===== src/rtl/conv_window_generator_pkg.sv =====
// Shared types and sizing helpers for the convolution window generator.
package conv_pkg;

  typedef enum logic [0:0] {
    FILL = 1'b0,
    RUN  = 1'b1
  } state_e;

  localparam int DEF_IMG_WIDTH   = 28;
  localparam int DEF_IMG_HEIGHT  = 28;
  localparam int DEF_KERNEL_SIZE = 3;
  localparam int DEF_D_WIDTH     = 8;
  localparam int DEF_COL_W       = $clog2(DEF_IMG_WIDTH);
  localparam int DEF_ROW_W       = $clog2(DEF_IMG_HEIGHT);

  function automatic int win_elems(input int k);
    return k * k;
  endfunction

  function automatic int cnt_w(input int n);
    return (n > 1) ? $clog2(n) : 1;
  endfunction

endpackage


===== src/rtl/conv_window_generator_if.sv =====
// Pixel-in / window-out handshake bundle. In/sof and err_sync exist only
// when CONV_WINDOW_SYNC_EN is defined.
interface conv_window_generator_if
  import conv_pkg::*;
#(
  parameter int D_WIDTH     = DEF_D_WIDTH,
  parameter int KERNEL_SIZE = DEF_KERNEL_SIZE
);
  localparam int OUT_W = D_WIDTH * win_elems(KERNEL_SIZE);

  logic               in_valid;
  logic               in_ready;
  logic [D_WIDTH-1:0] in_data;
  logic               out_valid;
  logic               out_ready;
  logic [OUT_W-1:0]   out_data;
  logic               out_last;
`ifdef CONV_WINDOW_SYNC_EN
  logic               in_sof;
  logic               err_sync;

  modport master (output in_valid, in_data, in_sof, out_ready,
                  input  in_ready, out_valid, out_data, out_last, err_sync);
  modport slave  (input  in_valid, in_data, in_sof, out_ready,
                  output in_ready, out_valid, out_data, out_last, err_sync);
`else
  modport master (output in_valid, in_data, out_ready,
                  input  in_ready, out_valid, out_data, out_last);
  modport slave  (input  in_valid, in_data, out_ready,
                  output in_ready, out_valid, out_data, out_last);
`endif
endinterface


===== src/rtl/conv_window_generator_line_buffer.sv =====
// One image-row delay: q is the pixel accepted DEPTH enables earlier.
module line_buffer #(
  parameter int DEPTH   = 28,
  parameter int D_WIDTH = 8
) (
  input  logic               clk,
  input  logic               en,
  input  logic [D_WIDTH-1:0] d,
  output logic [D_WIDTH-1:0] q
);
  logic [D_WIDTH-1:0] mem_q [DEPTH];

  // Shift register advanced only on accepted pixels; contents are not reset.
  always_ff @(posedge clk) begin
    if (en) begin
      mem_q[0] <= d;
      for (int i = 1; i < DEPTH; i++) begin
        mem_q[i] <= mem_q[i-1];
      end
    end
  end

  assign q = mem_q[DEPTH-1];
endmodule


===== src/rtl/conv_window_generator.sv =====
// Streaming KxK window generator over a raster pixel stream.
// Optional frame resync via macro CONV_WINDOW_SYNC_EN (adds in_sof / err_sync).
module conv_window_generator
  import conv_pkg::*;
#(
  parameter int IMG_WIDTH   = DEF_IMG_WIDTH,
  parameter int IMG_HEIGHT  = DEF_IMG_HEIGHT,
  parameter int KERNEL_SIZE = DEF_KERNEL_SIZE,
  parameter int D_WIDTH     = DEF_D_WIDTH
) (
  input logic                    clk,
  input logic                    rst_n,
  conv_window_generator_if.slave win_if
);
  localparam int COL_W = cnt_w(IMG_WIDTH);
  localparam int ROW_W = cnt_w(IMG_HEIGHT);
  localparam int K     = KERNEL_SIZE;
  localparam int OUT_W = D_WIDTH * win_elems(K);
  localparam logic [COL_W-1:0] COL_LAST  = COL_W'(IMG_WIDTH - 1);
  localparam logic [COL_W-1:0] COL_EMIT  = COL_W'(K - 1);
  localparam logic [ROW_W-1:0] ROW_LAST  = ROW_W'(IMG_HEIGHT - 1);
  localparam logic [ROW_W-1:0] ROW_PRIME = ROW_W'(K - 2);

  state_e             state_q, state_d, pos_state_s;
  logic [COL_W-1:0]   col_q, col_d, pos_col_s;
  logic [ROW_W-1:0]   row_q, row_d, pos_row_s;
  logic               accept_s, resync_s, emit_s, last_s;
  logic               out_valid_q, out_last_q;
  logic [OUT_W-1:0]   out_data_q, win_flat_s;
  logic [D_WIDTH-1:0] lb_q  [K-1];
  logic [D_WIDTH-1:0] tap_s [K];
  logic [D_WIDTH-1:0] win_q [K][K];
  logic [D_WIDTH-1:0] win_d [K][K];

  assign win_if.in_ready  = !out_valid_q || win_if.out_ready;
  assign accept_s         = win_if.in_valid && win_if.in_ready;
  assign win_if.out_valid = out_valid_q;
  assign win_if.out_data  = out_data_q;
  assign win_if.out_last  = out_last_q;

`ifdef CONV_WINDOW_SYNC_EN
  logic err_sync_q;
  logic at_origin_s;
  assign resync_s        = accept_s && win_if.in_sof;
  assign at_origin_s     = (col_q == '0) && (row_q == '0);
  assign win_if.err_sync = err_sync_q;

  // Sticky flag: a start-of-frame marker disagrees with the free-running position.
  always_ff @(posedge clk or negedge rst_n) begin
    if (!rst_n) begin
      err_sync_q <= 1'b0;
    end else if (accept_s && (win_if.in_sof != at_origin_s)) begin
      err_sync_q <= 1'b1;
    end
  end
`else
  assign resync_s = 1'b0;
`endif

  // Effective position of the current beat; a resync beat counts as pixel (0,0).
  always_comb begin
    if (resync_s) begin
      pos_col_s   = '0;
      pos_row_s   = '0;
      pos_state_s = FILL;
    end else begin
      pos_col_s   = col_q;
      pos_row_s   = row_q;
      pos_state_s = state_q;
    end
  end

  genvar j;
  for (j = 0; j < K - 1; j++) begin : g_lb
    logic [D_WIDTH-1:0] lb_d;
    if (j == 0) begin : g_head
      assign lb_d = win_if.in_data;
    end else begin : g_chain
      assign lb_d = lb_q[j-1];
    end
    line_buffer #(.DEPTH(IMG_WIDTH), .D_WIDTH(D_WIDTH)) u_lb (
      .clk (clk),
      .en  (accept_s),
      .d   (lb_d),
      .q   (lb_q[j])
    );
    // Row K-2-j of the new column comes from the j-th delay stage.
    assign tap_s[K-2-j] = lb_q[j];
  end
  assign tap_s[K-1] = win_if.in_data;

  // Window after this beat: shift left, new column on the right, then flatten.
  always_comb begin
    win_flat_s = '0;
    for (int r = 0; r < K; r++) begin
      for (int c = 0; c < K - 1; c++) begin
        win_d[r][c] = win_q[r][c+1];
      end
      win_d[r][K-1] = tap_s[r];
      for (int c = 0; c < K; c++) begin
        win_flat_s[D_WIDTH*(r*K+c) +: D_WIDTH] = win_d[r][c];
      end
    end
  end

  // Window storage, intentionally without reset.
  always_ff @(posedge clk) begin
    if (accept_s) begin
      win_q <= win_d;
    end
  end

  // Raster position of the next pixel.
  always_comb begin
    col_d = col_q;
    row_d = row_q;
    if (accept_s) begin
      if (pos_col_s == COL_LAST) begin
        col_d = '0;
        row_d = (pos_row_s == ROW_LAST) ? '0 : pos_row_s + ROW_W'(1);
      end else begin
        col_d = pos_col_s + COL_W'(1);
        row_d = pos_row_s;
      end
    end else begin
      col_d = col_q;
      row_d = row_q;
    end
  end

  // State and position registers.
  always_ff @(posedge clk or negedge rst_n) begin
    if (!rst_n) begin
      state_q <= FILL;
      col_q   <= '0;
      row_q   <= '0;
    end else begin
      state_q <= state_d;
      col_q   <= col_d;
      row_q   <= row_d;
    end
  end

  // FILL primes the line buffers; RUN emits windows until the frame ends.
  always_comb begin
    state_d = pos_state_s;
    case (pos_state_s)
      FILL: begin
        if (accept_s && (pos_row_s == ROW_PRIME) && (pos_col_s == COL_LAST)) begin
          state_d = RUN;
        end else begin
          state_d = FILL;
        end
      end
      RUN: begin
        if (accept_s && (pos_row_s == ROW_LAST) && (pos_col_s == COL_LAST)) begin
          state_d = FILL;
        end else begin
          state_d = RUN;
        end
      end
      default: state_d = FILL;
    endcase
  end

  // Emission decode for the current beat.
  always_comb begin
    emit_s = 1'b0;
    last_s = 1'b0;
    if (accept_s && (pos_state_s == RUN) && (pos_col_s >= COL_EMIT)) begin
      emit_s = 1'b1;
      last_s = (pos_row_s == ROW_LAST) && (pos_col_s == COL_LAST);
    end else begin
      emit_s = 1'b0;
      last_s = 1'b0;
    end
  end

  // Single output stage: load on emit, drop valid on a handshake with nothing new.
  always_ff @(posedge clk or negedge rst_n) begin
    if (!rst_n) begin
      out_valid_q <= 1'b0;
      out_last_q  <= 1'b0;
      out_data_q  <= '0;
    end else if (emit_s) begin
      out_valid_q <= 1'b1;
      out_last_q  <= last_s;
      out_data_q  <= win_flat_s;
    end else if (win_if.out_ready) begin
      out_valid_q <= 1'b0;
    end
  end

endmodule

===== src/flat_wrapper.sv =====
// flat-port wrapper written by rule: the top's interface ports become plain ports
module conv_window_generator_flat import conv_pkg::*;
#(
  parameter int IMG_WIDTH   = DEF_IMG_WIDTH,
  parameter int IMG_HEIGHT  = DEF_IMG_HEIGHT,
  parameter int KERNEL_SIZE = DEF_KERNEL_SIZE,
  parameter int D_WIDTH     = DEF_D_WIDTH
)
  (clk, rst_n, win_if_in_valid, win_if_in_data, win_if_out_ready, win_if_in_ready, win_if_out_valid, win_if_out_data, win_if_out_last);
  conv_window_generator_if #(.D_WIDTH(D_WIDTH), .KERNEL_SIZE(KERNEL_SIZE)) win_if_i ();
  input logic clk;
  input logic rst_n;
  input wire logic [$bits(win_if_i.in_valid)-1:0] win_if_in_valid;
  input wire logic [$bits(win_if_i.in_data)-1:0] win_if_in_data;
  input wire logic [$bits(win_if_i.out_ready)-1:0] win_if_out_ready;
  output wire logic [$bits(win_if_i.in_ready)-1:0] win_if_in_ready;
  output wire logic [$bits(win_if_i.out_valid)-1:0] win_if_out_valid;
  output wire logic [$bits(win_if_i.out_data)-1:0] win_if_out_data;
  output wire logic [$bits(win_if_i.out_last)-1:0] win_if_out_last;
  assign win_if_i.in_valid = win_if_in_valid;
  assign win_if_i.in_data = win_if_in_data;
  assign win_if_i.out_ready = win_if_out_ready;
  assign win_if_in_ready = win_if_i.in_ready;
  assign win_if_out_valid = win_if_i.out_valid;
  assign win_if_out_data = win_if_i.out_data;
  assign win_if_out_last = win_if_i.out_last;
  conv_window_generator #(.IMG_WIDTH(IMG_WIDTH), .IMG_HEIGHT(IMG_HEIGHT), .KERNEL_SIZE(KERNEL_SIZE), .D_WIDTH(D_WIDTH)) u_core (.clk(clk), .rst_n(rst_n), .win_if(win_if_i));
endmodule

===== config.mk =====
export PLATFORM = sky130hd
export DESIGN_NAME = conv_window_generator_flat
export DESIGN_NICKNAME = d
export VERILOG_FILES = /design/src/rtl/conv_window_generator_pkg.sv /design/src/rtl/conv_window_generator_if.sv /design/src/rtl/conv_window_generator_line_buffer.sv /design/src/rtl/conv_window_generator.sv /design/src/flat_wrapper.sv
export SDC_FILE = /design/constraint.sdc
export NUM_CORES = 1
export LEC_CHECK = 0
export CAP_MARGIN = 0
export CORE_ASPECT_RATIO = 0.75
export CORE_MARGIN = 2
export CORE_UTILIZATION = 50
export CTS_CLUSTER_SIZE = 14
export DETAILED_ROUTE_END_ITERATION = 8
export PLACE_DENSITY = 0.79
export SYNTH_ARGS = -nofsm -noshare
export SYNTH_HDL_FRONTEND = slang
export SYNTH_SLANG_ARGS = --single-unit
export TNS_END_PERCENT = 5

===== constraint.sdc =====
create_clock -name clk -period 13.4 [get_ports clk]
set_input_delay 2.01 -clock clk [delete_from_list [all_inputs] [get_ports clk]]
set_output_delay 2.01 -clock clk [all_outputs]
set_load 0.01 [all_outputs]

# Word-level counts from Yosys, hierarchy flattened
# Memory sizes are Yosys's and may differ from the RTL's.
# Cells that the tools add are included.
word_totals:
  n_memories: 2
  inputBits: 12
  mem_bits_ro: 0
  mem_bits_rw: 448
  output_inout_bits: 75
  ff_bits: 133
  latchBits: 0
classes:
  n_reduce_logical: 12
  multipliers: 0
  shifts: 0
  n_mux: 11
  bitwise_logic: 1
  n_lt_le_gt_ge: 1
  add_sub_neg: 2
  n_div: 0
  n_eq_ne: 3
memory_table:
  columns: ["memory", "depth", "word_bits", "rd", "rd_clocked_by_memory_dff", "wr", "line", "rtl"]
  rows:
  - ["u_core.g_lb[0].u_lb.mem_q", 28, 8, 28, 0, 28, "conv_window_generator_line_buffer.sv:11", "logic [D_WIDTH-1:0] mem_q [DEPTH];"]
  - ["u_core.g_lb[1].u_lb.mem_q", 28, 8, 28, 0, 28, "conv_window_generator_line_buffer.sv:11", null]
op_table:
  columns: ["operator", "n"]
  rows:
  - ["5-bit by 1-bit adder with 5-bit output (second input constant)", 2]
  - ["5-bit == test (second input constant)", 2]
  - ["5-bit two-way mux", 2]
  - ["1-bit logical AND", 8]
  - ["1-bit two-way mux", 8]
  - ["5-bit by 1-bit == test with 1-bit output (second input constant)", 1]
  - ["5-bit by 2-bit greater-or-equal comparator with 1-bit output (second input constant)", 1]
  - ["1-bit one-hot mux with 2 select lines", 1]
  - ["2-bit AND reduction", 1]
  - ["2-bit nonzero test", 1]
  - ["1-bit logical NOT", 1]
  - ["1-bit logical OR", 1]
  - ["1-bit inverter", 1]

# Depth between registers and ports, before layout
logic_depth:
  word_depth: 7
  ltp_mapped: 7
  depth_no_buf: 5

# Modules after synthesis
# From an unflattened synthesis, not the netlist that was laid out.
hier_totals:
  hier_cells: 732
  hier_area_um2: 18607.8
by_module_without_submodules:
  columns: ["mod", "area_each_um2", "seq_area_each_um2", "cells_each", "n_inst"]
  rows:
  - ["line_buffer", 6786.5, 6726.5, 232, 2]
  - ["conv_window_generator", 5034.8, 3568.4, 268, 1]

# Least setup slack after synthesis
# OpenSTA, ideal clock, no wires.
synth_timing:
  path_type: "input to register"
  from: "input win_if_out_ready"
  to: "register u_core.out_data_q[0], in the netlist u_core.win_if.out_data[0]"
  path_stages: 7
  setup_ps: 125
  path_slack_ps: 141
  required_time_ps: 13275
  n_path_buf: 2
  t_arrival_ps: 13134
  cell_sequence: "nand2b_1 -> nand2_1 -> inv_1 -> o311a_1 -> buf_6 -> buf_6 -> mux2_4"
synth_via:
  elab_chain_len: 5
synth_lines:
  columns: ["item", "line", "rtl"]
  rows:
  - ["start, declared", "flat_wrapper.sv:15", "input wire logic [$bits(win_if_i.out_ready)-1:0] win_if_out_ready;"]
  - ["1-bit logical OR", "conv_window_generator.sv:35", "assign win_if.in_ready = !out_valid_q || win_if.out_ready;"]
  - ["1-bit logical AND", "conv_window_generator.sv:36", "assign accept_s = win_if.in_valid && win_if.in_ready;"]
  - ["1-bit logical AND (2 in series)", "conv_window_generator.sv:170", "if (accept_s && (pos_state_s == RUN) && (pos_col_s >= COL_EMIT)) begin"]
  - ["1-bit two-way mux", "conv_window_generator.sv:170", null]
  - ["end signal, assigned", "conv_window_generator.sv:188", "out_data_q <= win_flat_s;"]
  - ["end, declared", "conv_window_generator.sv:29", "logic [OUT_W-1:0] out_data_q, win_flat_s;"]
# Every way passes these cells.
# A chain may end at the register's enable or synchronous reset.

# Worst setup path after layout
layout_timing:
  from: "input win_if_out_ready"
  to: "output win_if_in_ready"
layout_via:
  elab_chain_len: 1
layout_lines:
  columns: ["item", "line", "rtl"]
  rows:
  - ["1-bit logical OR", "conv_window_generator.sv:35", null]
  - ["end, declared", "flat_wrapper.sv:16", "output wire logic [$bits(win_if_i.in_ready)-1:0] win_if_in_ready;"]
# Every way passes these cells.

==> results.toml <==
[run_status]
status = "completed"

[clock_network]
cts_setup_buffers = 0
cts_root_buf = "clkbuf_16"
clockBufferDepth = 3
cts-buffers-inserted = 47
tritoncts = "done"
cts.sink_count = 549
h-tree-depth = 2
clock_latency_ns = 0.55
cts.clk_slew.worst_paths_ns = 0.06
post_cts_resized = 0
cts_hold_buf = 0

[floorplanning]
rows = 59
core_um2 = 34600
start_util = 0.506
die-area_um2 = 36600
die_w_um = 220
io_pins = 87
dieHeight_um = 166

[critical_path]
path_class = "in2out"
cp_slowest_cell = "clkdlybuf4s50_1"
required_ns = 11.39
reg2reg_from = "u_core.win_if.out_valid"
rr_endpoint = "u_core.win_if.out_data[41]"
cp_top_family = "buffers and inverters"
worst-path-max-fanout = 3
arrival_ns = 3.19
cpMostUsedCell = "clkdlybuf4s50_1"
ff2ff_path_depth = 6
slowest_delay_ns = 0.55
ff2ff_setup_slack_ns = 9.89
crit_path_start_kind = "primary input"
path_cells = "clkdlybuf4s50_1 > nand2b_1 > clkdlybuf4s50_1"
crit_buf_inv = 2
setup.worst_path.end_class = "primary output"

[placement]
place_ws_ns = 7.67
numPortBuffers = 86
place.gp.congestion = 0.713
hpwlAfterDp_um = 11300
placed_cells = 1222

[synth]
synth_edf_count = 464
synth.avg_cell_area_um2 = 25.7
synthAdderAreaFrac = 0.00286
yosysSeqAreaShare = 0.916
yosysWarnings = 0
synthCells = 683
ys_types = 27
synth_nets = 699
synth_top_area_share = 0.795
synth_flop_cell = "edfxtp_1"
synth_top_cell_by_area = "edfxtp_1"
synth_mux_area_frac = 0.0615
synth.area.top_cells = "edfxtp_1, dfrtp_1, mux2_4"
synth-simple-area-share = 0.00821
synth_area_um2 = 17500
synth_xor_area_frac = 0
ys_seq_elements = 549
synth_compound_area_frac = 0.00564
synth_top_family_by_area = "multiplexers"
async_flop_share = 0.155

[grt]
grt_usage = 0.132
antenna_found_initial = 0
grt_pass1_vias = 6593
grt_first_pass_wirelength_um = 37100
grt_use_met3 = 0.0337
grt_max_degree = 220
use_met2 = 0.185
grt-busiest-layer = "met1"
grt_overflow = 0
met1_usage = 0.206

[min_path]
min_from = "u_core.g_lb[0].u_lb.mem_q[1][8]"
holdCritPathClass = "reg2reg"
whs_path_depth = 0
hold-path-endpoint = "u_core.g_lb[0].u_lb.mem_q[1][16]"

[sta]
fmax_ghz = 0.192
relSlewSlack = 0.225
finalSetupViolCount = 0
hold_violations = 0
rsz0062_at_grt = "false"
tightest_slew_ns = 1.16
tns_ns = 0
fin_worst_skew_ns = 0.0120
slew_viol_final = 0
period_share = 0.388
postLayoutSetupSlackWorst_ns = 8.20
min_period_ns = 5.20

[drt]
drt_wl_total_um = 23900
drt_iter0_markers = 597
routed_via_density = 4.96
antenna_left = 0
wl_per_cell_um = 18.3
vias = 6490
post-route-drc-count = 0
dr.pass1.iters = 4

[pwr]
pwr-share-comb = 0.034
peakVddDrop_v = 0.000108
fin_total_pwr_mw = 3.42
swShare = 0.196
p_leak_nw = 7.33
p_seq_frac = 0.590
switchingPower_mw = 0.670
p_int_mw = 2.75
p_clk_frac = 0.376
powerDensity_nw_per_um2 = 168

[run]
drv_cap = 0

[final_layout]
drive_gt1_frac = 0.164
final_cell_mix = "edfxtp_1, clkdlybuf4s50_1, dfrtp_1"
num_antenna_cells = 0
syn2layout_area_growth_pct = 16.3
layout_commonest_cell = "edfxtp_1"
final_nets = 830
fin_cells = 1309
post-route-util = 0.589
==> final cells by class <==
class	instances	area, µm²
sequential	549	16100
fill	2362	14200
clock buffer	79	1390
multi-input combinational	122	1380
timing repair buffer	90	901
tap	457	572
clock inverter	8	58.8
inverter	4	22.5
==> flip-flops by register name, summed over array words and instances (netlist names) <==
register / cells
u_core.g_lb.u_lb.mem_q: 420
u_core.win_if.out_data: 72
u_core.win_d: 44
u_core.col_q: 5
u_core.pos_row_s: 5
u_core.pos_state_s: 1
u_core.win_if.out_last: 1
u_core.win_if.out_valid: 1
==> Yosys cell counts (2+ instances only) <==
| library cell | n |
|---|---|
| inv_1 | 4 |
| ha_1 | 4 |
| nand2_1 | 7 |
| buf_6 | 7 |
| a21o_1 | 2 |
| nand3_1 | 4 |
| nor2_1 | 2 |
| o21ai_0 | 8 |
| edfxtp_1 | 464 |
| nand2b_1 | 2 |
| mux2_2 | 17 |
| nor3_1 | 2 |
| mux2_4 | 59 |
| dfrtp_1 | 85 |
| o31ai_1 | 3 |
| nand4b_1 | 2 |
==> metrics by stage <==
step / cell area (µm²) / hold WS [ns]
after floorplan: 17500 / 0.400
final: 20400 / 0.412
after global placement: 18900 / 0.401
after detailed placement: 18900 / 0.405
after global routing: 20400 / 0.420
after CTS: 20400 / 0.412
==> power groups by stage <==
| stage | logic (mW) | registers (mW) | clock network (mW) |
|---|---|---|---|
| 2_1_floorplan | 0.0590 | 2.07 | 0 |
| 3_3_place_gp | 0.113 | 2.05 | 0 |
| 3_5_place_dp | 0.117 | 2.05 | 0 |
| 4_1_cts | 0.117 | 2.02 | 1.33 |
| 5_1_grt | 0.126 | 2.03 | 1.39 |
| 6_report | 0.115 | 2.02 | 1.29 |
==> logic make-up after synthesis <==
logic type | Yosys count
mux | 76
compound gates | 16
flops | 549
fa+ha+maj | 4
simple gates | 26
buf+inv | 12
==> worst max path at each step <==
stage                                 from                         end  slack (ns)  depth (start not counted)
after floorplan           win_if_out_ready   u_core.win_if.out_data[0]        0.14                          7
after global placement    win_if_out_ready  u_core.win_if.out_data[40]        7.77                          7
after detailed placement  win_if_out_ready  u_core.win_if.out_data[41]        7.67                          7
after CTS                 win_if_out_ready             win_if_in_ready        8.20                          3
after global routing      win_if_out_ready  u_core.win_if.out_data[40]        8.08                          7
final                     win_if_out_ready             win_if_in_ready        8.20                          3
==> metal layers <==
layer	routed length, µm	share of wire	up-vias
met3	1390	0.058	41
met5	0	0	-
met4	481	0.020	0
met2	10200	0.43	157
met1	11800	0.49	3351
li1	-	-	2941
Power figures use the tool's default switching activity.
